File: src/rtl/delay_tap_trainer.sv
`default_nettype none
// ============================================================================
// Module   : delay_tap_trainer
// Purpose  : Sweeps the 16 taps of an input delay element, scores each tap
//            with downstream compare results and parks the delay at the
//            centre of the longest contiguous passing window.
// Revision : 1.0 - initial release
// ============================================================================
module delay_tap_trainer #(
   parameter int SETTLE_CYCLES = 8,
   parameter int SAMPLE_CYCLES = 16
) (
   input  logic       CLK,
   input  logic       RSTN,
   input  logic       START,
   input  logic       SAMPLE_VLD,
   input  logic       SAMPLE_OK,
   output logic       DEL0,
   output logic       DEL1,
   output logic       DEL2,
   output logic       DEL3,
   output logic       BUSY,
   output logic       DONE,
   output logic       FAIL,
   output logic [3:0] WIN_LO,
   output logic [3:0] WIN_HI
);

   // One shared counter serves both the settle wait and the sample count.
   localparam int CNT_MAX = (SETTLE_CYCLES > SAMPLE_CYCLES) ? SETTLE_CYCLES : SAMPLE_CYCLES;
   localparam int CNT_W   = $clog2(CNT_MAX + 1);
   localparam logic [CNT_W-1:0] SETTLE_LAST = CNT_W'(SETTLE_CYCLES - 1);
   localparam logic [CNT_W-1:0] SAMPLE_LAST = CNT_W'(SAMPLE_CYCLES - 1);

   typedef enum logic [2:0] {
      IDLE   = 3'd0,
      SETTLE = 3'd1,
      SAMPLE = 3'd2,
      EVAL   = 3'd3,
      FINISH = 3'd4
   } state_t;

   state_t           state;
   state_t           state_nxt;
   logic [CNT_W-1:0] cnt;
   logic [3:0]       tap;
   logic             pass;
   logic [4:0]       run_len;
   logic [3:0]       run_start;
   logic [4:0]       best_len;
   logic [3:0]       best_lo;
   logic [3:0]       del;
   logic [4:0]       fin_len;
   logic [3:0]       fin_lo;

   assign DEL0 = del[0];
   assign DEL1 = del[1];
   assign DEL2 = del[2];
   assign DEL3 = del[3];

   // State register.
   always_ff @(posedge CLK or negedge RSTN) begin
      if (!RSTN) state <= IDLE;
      else       state <= state_nxt;
   end

   // Next-state decode plus the final window choice (an open run at tap 15
   // competes with the best closed run; strict-greater keeps the earliest).
   always_comb begin
      state_nxt = state;
      fin_len   = best_len;
      fin_lo    = best_lo;
      if (run_len > best_len) begin
         fin_len = run_len;
         fin_lo  = run_start;
      end
      case (state)
         IDLE:    if (START) state_nxt = SETTLE;
         SETTLE:  if (cnt == SETTLE_LAST) state_nxt = SAMPLE;
         SAMPLE:  if (SAMPLE_VLD && (cnt == SAMPLE_LAST)) state_nxt = EVAL;
         EVAL:    state_nxt = (tap == 4'd15) ? FINISH : SETTLE;
         FINISH:  state_nxt = IDLE;
         default: state_nxt = IDLE;
      endcase
   end

   // Datapath: tap sweep, per-tap scoring, run tracking and result outputs.
   always_ff @(posedge CLK or negedge RSTN) begin
      if (!RSTN) begin
         cnt       <= '0;
         tap       <= 4'd0;
         pass      <= 1'b0;
         run_len   <= 5'd0;
         run_start <= 4'd0;
         best_len  <= 5'd0;
         best_lo   <= 4'd0;
         del       <= 4'd0;
         BUSY      <= 1'b0;
         DONE      <= 1'b0;
         FAIL      <= 1'b0;
         WIN_LO    <= 4'd0;
         WIN_HI    <= 4'd0;
      end else begin
         case (state)
            IDLE: begin
               if (START) begin
                  cnt       <= '0;
                  tap       <= 4'd0;
                  pass      <= 1'b0;
                  run_len   <= 5'd0;
                  run_start <= 4'd0;
                  best_len  <= 5'd0;
                  best_lo   <= 4'd0;
                  del       <= 4'd0;
                  BUSY      <= 1'b1;
                  DONE      <= 1'b0;
                  FAIL      <= 1'b0;
               end
            end
            SETTLE: begin
               if (cnt == SETTLE_LAST) begin
                  cnt  <= '0;
                  pass <= 1'b1;
               end else begin
                  cnt <= cnt + 1'b1;
               end
            end
            SAMPLE: begin
               if (SAMPLE_VLD) begin
                  if (!SAMPLE_OK) pass <= 1'b0;
                  if (cnt == SAMPLE_LAST) cnt <= '0;
                  else                    cnt <= cnt + 1'b1;
               end
            end
            EVAL: begin
               if (pass) begin
                  if (run_len == 5'd0) run_start <= tap;
                  run_len <= run_len + 5'd1;
               end else begin
                  if (run_len > best_len) begin
                     best_lo  <= run_start;
                     best_len <= run_len;
                  end
                  run_len <= 5'd0;
               end
               if (tap != 4'd15) begin
                  tap <= tap + 4'd1;
                  del <= tap + 4'd1;
               end
            end
            FINISH: begin
               // Window lengths are 1..16, so 4-bit modular arithmetic gives
               // the same in-range result as the 5-bit form.
               if (fin_len == 5'd0) begin
                  FAIL   <= 1'b1;
                  del    <= 4'd0;
                  WIN_LO <= 4'd0;
                  WIN_HI <= 4'd0;
               end else begin
                  WIN_LO <= fin_lo;
                  WIN_HI <= fin_lo + fin_len[3:0] - 4'd1;
                  del    <= fin_lo + ((fin_len[3:0] - 4'd1) >> 1);
               end
               BUSY <= 1'b0;
               DONE <= 1'b1;
            end
            default: ;
         endcase
      end
   end

endmodule
`default_nettype wire

File: config.mk
export PLATFORM = sky130hd
export DESIGN_NAME = delay_tap_trainer
export DESIGN_NICKNAME = d
export VERILOG_FILES = /design/src/rtl/delay_tap_trainer.sv
export SDC_FILE = /design/constraint.sdc
export NUM_CORES = 1
export LEC_CHECK = 0
export BUFFER_PORTS_ARGS = -buffer_cell sky130_fd_sc_hd__buf_2
export CORE_MARGIN = 3
export CORE_UTILIZATION = 40
export DETAILED_ROUTE_END_ITERATION = 10
export MAX_ROUTING_LAYER = met4
export PLACE_DENSITY_LB_ADDON = 0.15
export SLEW_MARGIN = 5
export SYNTH_ARGS = -nofsm -noshare
export SYNTH_HDL_FRONTEND = slang
export SYNTH_SLANG_ARGS = --single-unit
File: constraint.sdc
create_clock -name CLK -period 6.6 [get_ports CLK]
set_clock_uncertainty 0.1 [all_clocks]
set_input_delay 0.66 -clock CLK [delete_from_list [all_inputs] [get_ports CLK]]
set_output_delay 0.66 -clock CLK [all_outputs]
set_load 0.01 [all_outputs]
==> impl_metrics.json, run 1 <==
{
  "syn2layout_area_growth_pct": 10.48,
  "yosys_warnings": 0,
  "clock.fmax_mhz": 267.0,
  "fin_ws_ns": 2.854,
  "finalSetupViolCount": 0,
  "start_kind": "flip-flop",
  "antenna_found_initial": 0,
  "insertion_delay_ns": 0.30,
  "initial_core_util": 0.4177,
  "rsz0062_at_grt": "false",
  "cap_violations": 0,
  "status": "finished clean",
  "port-buffer-count": 19,
  "synthMostInstantiatedCell": "nand2_1",
  "row_count": 29,
  "drtPass1Iterations": 4,
  "postCtsSetupBuffers": 0,
  "drcViolationCount": 0,
  "syn-num-nets": 320,
  "peakVddDrop_mv": 0.2354,
  "syn_area_um2": 2698,
  "holdWs_ns": 0.3835,
  "overflow": 0,
  "synth_area_leaders": "dfrtp_1, ha_1, nand2_1",
  "tightest_slew_ns": 1.060,
  "synth_edf_count": 0,
  "fin_util": 0.4614,
  "postPlaceCellArea_um2": 2867,
  "grt_usage": 0.1653,
  "reg2reg_slack_ns": 2.85,
  "htreeDepth": 2,
  "numCtsBuffers": 5,
  "placed_cells": 384,
  "synth_common_cells": "nand2_1, dfrtp_1, ha_1",
  "diodes": 0,
  "final_hold_viol_count": 0,
  "synth_top_area_share": 0.4267,
  "route.vias.total": 2045,
  "cts_buffer_depth": 2,
  "final_cells": 392,
  "ys_ff_latch": 46,
  "clkTransAtPathRegs_ns": 0.09,
  "cts-root-buf": "clkbuf_8",
  "ys_seq_area_frac": 0.4267,
  "yosysTopAreaCell": "dfrtp_1",
  "powerDensity_nw_per_um2": 535.1,
  "drt_wl_total_um": 5746,
  "grt_max_degree": 47,
  "crit_type": "flip-flop to flip-flop",
  "async_flop_share": 1.000,
  "chipWidth_um": 88.12,
  "syn_area_per_cell_um2": 9.175,
  "core_um2": 6459,
  "drv_slew": 0,
  "antenna_left": 0,
  "cts_hold_buffers": 0,
  "avgRoutedWirePerCell_um": 14.66,
  "syn_inst": 294,
  "cts_tree": "yes",
  "cp-end-kind": "flip-flop",
  "drive_gt1_frac": 0.1175,
  "p_total_mw": 1.595,
  "hold_path_class": "flip-flop to flip-flop",
  "final_area_um2": 2980,
  "p_leak_nw": 1.446,
  "cts_sinks": 46,
  "required_ns": 6.70,
  "dp_hpwl_um": 4231,
  "drtIter0Drc": 59,
  "gp_congestion": 0.8660,
  "dp_slack_ns": 2.835,
  "finalCritPeriodShare": 0.5675,
  "cp_max_fo": 8,
  "synth_cell_types": 50,
  "grt_pass1_vias": 2006,
  "ys.flop_type": "dfrtp_1",
  "grt_pass1_wl_um": 9646,
  "nNetsFinal": 340,
  "io_pins": 20,
  "die_h_um": 88.12,
  "critPathArrivalTime_ns": 3.84,
  "vias_per_cell": 5.217,
  "slew_headroom": 0.2933,
  "period_needed_ns": 3.746,
  "dieArea_um2": 7765,
  "tns_ns": 0,
  "cts-resized-gates": 0
}
-- cells in the final DEF, fill, tap and decap left out, types with 2 or more instances in the layout --
cell type	Yosys	routed
or2_1	3	3
nand3_1	12	12
clkinvlp_4	0	2
buf_2	0	19
mux2i_1	6	6
nor3_1	4	4
xnor2_1	3	3
clkbuf_8	0	5
o31ai_1	5	5
a22o_1	2	2
a21o_1	3	3
nand2b_1	2	2
nor2_2	2	2
nor2_1	18	18
o211a_1	2	2
ha_1	19	19
a21oi_1	11	11
dfrtp_1	46	46
o22a_1	3	3
nand2_1	57	57
nor2b_1	4	4
fa_1	2	2
and2_1	3	3
o211ai_1	2	2
o21ai_1	18	18
or4b_1	2	2
inv_1	18	18
xor2_1	4	4
o21ai_0	14	14
-- power by group --
part	internal, mW	switching, mW	leakage (nW)
clock network	0.113	0.101	0.0504
logic	0.408	0.538	0.783
registers	0.353	0.0821	0.613
-- critical path, cell delays in order (launching register included) --
cell and delay (ns):
dfrtp_1 0.45, ha_1 0.36, o211ai_2 0.20, a21oi_4 0.08
o21ai_4 0.37, mux2i_1 0.42, ha_1 0.26, or4b_1 0.46
or2_0 0.22, o22a_1 0.22, nand3_2 0.15, o22ai_1 0.09
mux2_2 0.27
-- sequential cells by signal (all words and copies together) (netlist names) --
register / cells
DONE: 1
del: 4
best_len: 5
cnt: 5
WIN_LO: 4
WIN_HI: 4
best_lo: 4
run_len: 5
tap: 4
state: 3
FAIL: 1
pass: 1
BUSY: 1
run_start: 4
-- cell type report --
type | instances | area (um2)
clock buffers | 5 | 68.82
fillers | 655 | 3478
flip-flops and latches | 46 | 1151
clock inverters | 3 | 45.04
inverters | 18 | 67.56
multi-input cells | 223 | 1449
well taps | 77 | 96.34
repair buffers | 20 | 102.6
-- per-layer routing --
layer  global-route usage  up-vias  part of all wire
met3              0.03575       10             0.035
met2               0.2397       27              0.43
met4              0.05495        0             0.014
li1                     -     1055                 -
met1               0.2290      953              0.52
met5                    -        -                 0
-- worst paths after layout --
path,from,depth (start not counted),to
max reg2reg,run_len[2],12,del[0]
min reg2reg,BUSY,2,BUSY
min in group asynchronous,RSTN,1,run_len[2]
min,BUSY,2,BUSY
max in group asynchronous,RSTN,1,tap[0]
max,run_len[2],12,del[0]
-- logic make-up (layout without fill, tap and decap cells) --
family / count (synthesis) / after routing / share of synthesized area
mux: 8 / 8 / 0.03154
simple gates: 114 / 114 / 0.1957
buf+inv: 25 / 46 / 0.03618
flops: 46 / 46 / 0.4267
fa+ha+maj: 21 / 21 / 0.1030
compound gates: 72 / 72 / 0.1758
xor+xnor: 8 / 8 / 0.03108
No activity file was read; power rests on OpenSTA's default activity.
==> run 2, diff against run 1 <==
- clock period: 6.6 -> 3.7 ns (I/O delays scaled with it)
==> run 2 against run 1 <==
Compared with the run above:
- worst setup slack worse by 2.6 ns
- sequential share of layout area shrank 0.39 points
- cell count up 1.0%
- flip-flop and latch count did not move
- register-to-register slack got worse by 2.6 ns
- clock power grew 78%
- hold slack lost 0.24 ns
==> impl_metrics.json, run 2 (synthesis results as in run 1) <==
{
  "status": "finished clean",
  "critPathArrivalTime_ns": 3.59,
  "cts_buffer_depth": 2,
  "cts-resized-gates": 0,
  "diodes": 0,
  "drtPass1Iterations": 4,
  "die_h_um": 88.12,
  "drcViolationCount": 0,
  "dieArea_um2": 7765,
  "io_pins": 20,
  "r2r-start": "run_len[2]",
  "slew_headroom": 0.2961,
  "clock.fmax_mhz": 286.2,
  "clkTransAtPathRegs_ns": 0.09,
  "grt_usage": 0.1693,
  "powerDensity_nw_per_um2": 970.4,
  "gp_congestion": 0.8763,
  "tightest_slew_ns": 1.056,
  "insertion_delay_ns": 0.30,
  "grt_max_degree": 47,
  "core_um2": 6459,
  "final_area_um2": 3010,
  "antenna_found_initial": 0,
  "grt_pass1_vias": 2022,
  "p_leak_nw": 1.462,
  "numCtsBuffers": 5,
  "wl_met2_um": 2637,
  "syn2layout_area_growth_pct": 11.60,
  "finalCritPeriodShare": 0.9444,
  "cap_violations": 0,
  "dp_hpwl_um": 4200,
  "cts_sinks": 46,
  "postCtsSetupBuffers": 0,
  "grt_pass1_wl_um": 10010,
  "finalSetupViolCount": 0,
  "crit_type": "flip-flop to flip-flop",
  "route.vias.total": 2096,
  "period_needed_ns": 3.494,
  "required_ns": 3.80,
  "drive_gt1_frac": 0.1285,
  "postPlaceCellArea_um2": 2897,
  "largest_registers": "best_len x5, cnt x5, run_len x5",
  "vias_per_cell": 5.293,
  "row_count": 29,
  "met1_length_um": 2821,
  "initial_core_util": 0.4177,
  "tns_ns": 0,
  "nFillCells": 646,
  "drv_slew": 0,
  "peakVddDrop_mv": 0.3276,
  "start_kind": "flip-flop",
  "htreeDepth": 2,
  "final_cell_mix": "nand2_1, dfrtp_1, ha_1, buf_2",
  "nNetsFinal": 344,
  "cts_tree": "yes",
  "cts-root-buf": "clkbuf_8",
  "overflow": 0,
  "cts_hold_buffers": 0,
  "final_hold_viol_count": 0,
  "drt_wl_total_um": 5730,
  "top_layer": "met4",
  "rsz0062_at_grt": "false",
  "chipWidth_um": 88.12,
  "cp-end-kind": "flip-flop",
  "reg2reg_to": "WIN_HI[3]",
  "hold_path_class": "primary input to asynchronous set/reset pin",
  "port-buffer-count": 19,
  "met3_length_um": 239,
  "drtIter0Drc": 141,
  "reg2reg_slack_ns": 0.21,
  "antenna_left": 0,
  "cp_max_fo": 7,
  "avgRoutedWirePerCell_um": 14.47,
  "r2r_cells": 13,
  "final_common_cell": "nand2_1"
}
## run 2: layout make-up
type,instances,area (um2),share of cell area
clock buffers,6,72.57,0.02411
well taps,77,96.34,0.03200
repair buffers,24,132.6,0.04406
clock inverters,2,37.54,0.01247
inverters,18,67.56,0.02244
flip-flops and latches,46,1151,0.3824
multi-input cells,223,1453,0.4825
## run 2: routing by layer
metal  global-route usage  vias up
met1               0.2414      983
met4              0.03846        0
li1                     -     1066
met3              0.03198        5
met2               0.2500       42
met5                    -        -
## run 2: how the worst max path moves through the flow
stage,startpoint,end,slack [ns],depth (start not counted)
floorplan,run_len[2],del[0],0.27,12
global placement,run_len[2],WIN_HI[3],0.23,13
detailed placement,run_len[2],WIN_HI[3],0.14,13
CTS,run_len[2],WIN_HI[3],0.15,13
global route,run_len[2],WIN_HI[3],0.01,13
finish,run_len[2],WIN_HI[3],0.21,13
## run 2: power by group
group          total (mW)  switching, mW  internal (mW)  leakage, nW
registers           0.768          0.139          0.630        0.613
logic                1.77          0.989          0.783        0.798
clock network       0.381          0.179          0.202       0.0514
## run 2: stage by stage
| stage | hold WS, ns | setup slack [ns] | std cells | power, mW | util |
|---|---|---|---|---|---|
| finish | 0.1451 | 0.2058 | 396 | 2.921 | 0.4661 |
| global route | 0.2387 | 0.009897 | 396 | 3.223 | 0.4661 |
| CTS | 0.1877 | 0.1488 | 396 | 2.945 | 0.4655 |
| detailed placement | 0.3604 | 0.1376 | 388 | 2.551 | 0.4485 |
| global placement | 0.3566 | 0.2325 | 388 | 2.531 | 0.4485 |
| floorplan | -0.02559 | 0.2729 | 294 | 2.130 | - |
## run 2: critical path, stage by stage, from the launching register on
cell and delay [ns]:
dfrtp_1 0.47, ha_1 0.37, o211ai_2 0.20, a21oi_4 0.07
o21ai_4 0.26, buf_4 0.21, mux2i_1 0.33, ha_1 0.17
inv_1 0.04, ha_1 0.19, fa_1 0.38, xnor2_1 0.18
xnor3_1 0.23, a22o_1 0.18
==> run 3, diff against run 2 <==
- CORE_UTILIZATION: 40 -> 56
==> run 3 against run 2 <==
Compared with the run above:
- via count grew 1.3%
- non-clock buffer count grew 2
- power down 0.54%
- combinational power grew 3%
- flip-flop and latch count stayed put
- sequential share of layout area increased by 0.45 points
- global-route usage is 5.3 points higher
- design area fell by 1.2%
- maximum frequency fell by 0.41%
- hold slack got worse by 0.016 ns
- cell count fell by 5.8%
==> impl_metrics.json, run 3 (synthesis results as in run 1) <==
{
  "peakVddDrop_mv": 0.5007,
  "nNetsFinal": 346,
  "finalCritPeriodShare": 0.9483,
  "hold_path_class": "primary input to asynchronous set/reset pin",
  "r2r_cells": 13,
  "grt_pass1_vias": 2032,
  "io_pins": 20,
  "route.vias.total": 2123,
  "avgRoutedWirePerCell_um": 14.75,
  "finalSetupViolCount": 0,
  "holdWs_ns": 0.1291,
  "drcViolationCount": 0,
  "die_h_um": 75.41,
  "numCtsBuffers": 5,
  "cp-end-kind": "flip-flop",
  "cap_violations": 0,
  "core_um2": 4504,
  "clkTransAtPathRegs_ns": 0.08,
  "cp_max_fo": 7,
  "final_cell_mix": "nand2_1, dfrtp_1, ha_1, buf_2",
  "initial_core_util": 0.5989,
  "rsz0062_at_grt": "false",
  "r2r-start": "run_len[2]",
  "dieArea_um2": 5686,
  "multiInputGateArea_um2": 1449,
  "cp_common_cell": "ha_1",
  "clock.fmax_mhz": 285.0,
  "overflow": 0,
  "status": "finished clean",
  "dp_hpwl_um": 4148,
  "largest_registers": "best_len x5, cnt x5, run_len x5",
  "row_count": 24,
  "antenna_left": 0,
  "vias_per_cell": 5.692,
  "htreeDepth": 2,
  "reg2reg_to": "WIN_HI[3]",
  "critPathArrivalTime_ns": 3.60,
  "gp_congestion": 0.8593,
  "grt_usage": 0.2218,
  "grt_max_degree": 47,
  "tightest_slew_ns": 0.9827,
  "chipWidth_um": 75.41,
  "nFillCells": 384,
  "antenna_found_initial": 0,
  "cts_buffer_depth": 2,
  "critPathMaxStageDelay_ns": 0.47,
  "cts_tree": "yes",
  "drtPass1Iterations": 4,
  "drtIter0Drc": 118,
  "required_ns": 3.79,
  "regArea_um2": 1151,
  "drive_gt1_frac": 0.1340,
  "diodes": 0,
  "reg2reg_slack_ns": 0.19,
  "cts_sinks": 46,
  "final_hold_viol_count": 0,
  "insertion_delay_ns": 0.30,
  "start_kind": "flip-flop",
  "drt_wl_total_um": 5503,
  "crit_type": "flip-flop to flip-flop",
  "crit_path_end": "WIN_HI[3]",
  "port-buffer-count": 19,
  "startpoint": "run_len[2]",
  "final_common_cell": "nand2_1",
  "slowest_stage": "dfrtp_1",
  "cp_cell_sequence": "ha_1, o211ai_2, a21oi_4, o21ai_4, buf_4, mux2i_1, ha_1, inv_1, ha_1, fa_1, xnor2_1, xnor3_1, a22o_1",
  "p_leak_nw": 1.472,
  "grt_pass1_wl_um": 9266,
  "powerDensity_nw_per_um2": 976.6,
  "cts-root-buf": "clkbuf_8",
  "syn2layout_area_growth_pct": 10.30,
  "tns_ns": 0,
  "fin_util": 0.6606,
  "drv_slew": 0,
  "period_needed_ns": 3.509,
  "slew_headroom": 0.3448
}
[run 3: cell type report]
cell class,count,area share
Sequential cell,46,0.3869
Multi-Input combinational cell,223,0.4870
Clock inverter,2,0.004205
Timing Repair Buffer,26,0.04962
Tap cell,52,0.02187
Clock buffer,6,0.02775
Inverter,18,0.02271
[run 3: per-layer routing]
metal,vias up,GRT usage,wire length [um]
li1,1070,-,-
met1,1007,0.2801,2570
met2,37,0.3595,2656
met3,9,0.03958,182
met4,0,0.07573,93
met5,-,-,0
[run 3: metrics by stage]
stage | total power, mW | area [um2] | setup slack, ns | instances
2_1_floorplan | 2.130 | 2698 | 0.2729 | 294
3_3_place_gp | 2.466 | 2865 | 0.2066 | 363
3_5_place_dp | 2.503 | 2865 | 0.1209 | 363
4_1_cts | 2.838 | 2960 | 0.1004 | 371
5_1_grt | 3.160 | 2975 | 0.008136 | 373
6_report | 2.906 | 2975 | 0.1912 | 373
[run 3: how the worst min path moves through the flow]
stage               startpoint          to  slack (ns)  cells after the start
finish                    RSTN  best_lo[3]        0.13                      1
global route              RSTN  run_len[0]        0.20                      1
CTS                       RSTN  run_len[0]        0.16                      1
detailed placement   WIN_HI[0]   WIN_HI[0]        0.37                      2
global placement          DONE        DONE        0.35                      2
floorplan                 RSTN        BUSY       -0.03                      0
[run 3: where the power goes]
group	internal [mW]	leakage, nW	switching [mW]
Combinational	0.815	0.812	1.01
Clock	0.150	0.0472	0.168
Sequential	0.630	0.613	0.135
Total	1.60	1.47	1.31
[run 3: repair_timing]
item                                    4_1_cts  5_1_grt
hold buffers                                  0        0
buffers inserted                              0        2
endpoints found under the setup margin        0        2
resized for setup                             0        0
[run 3: worst max-delay path, delay by kind of cell (launching register included)]
family / cells / cell delay (ns)
compound gates: 4 / 0.71
xor+xnor: 2 / 0.42
fa+ha+maj: 4 / 1.13
buf+inv: 2 / 0.24
flops: 1 / 0.47
mux: 1 / 0.32
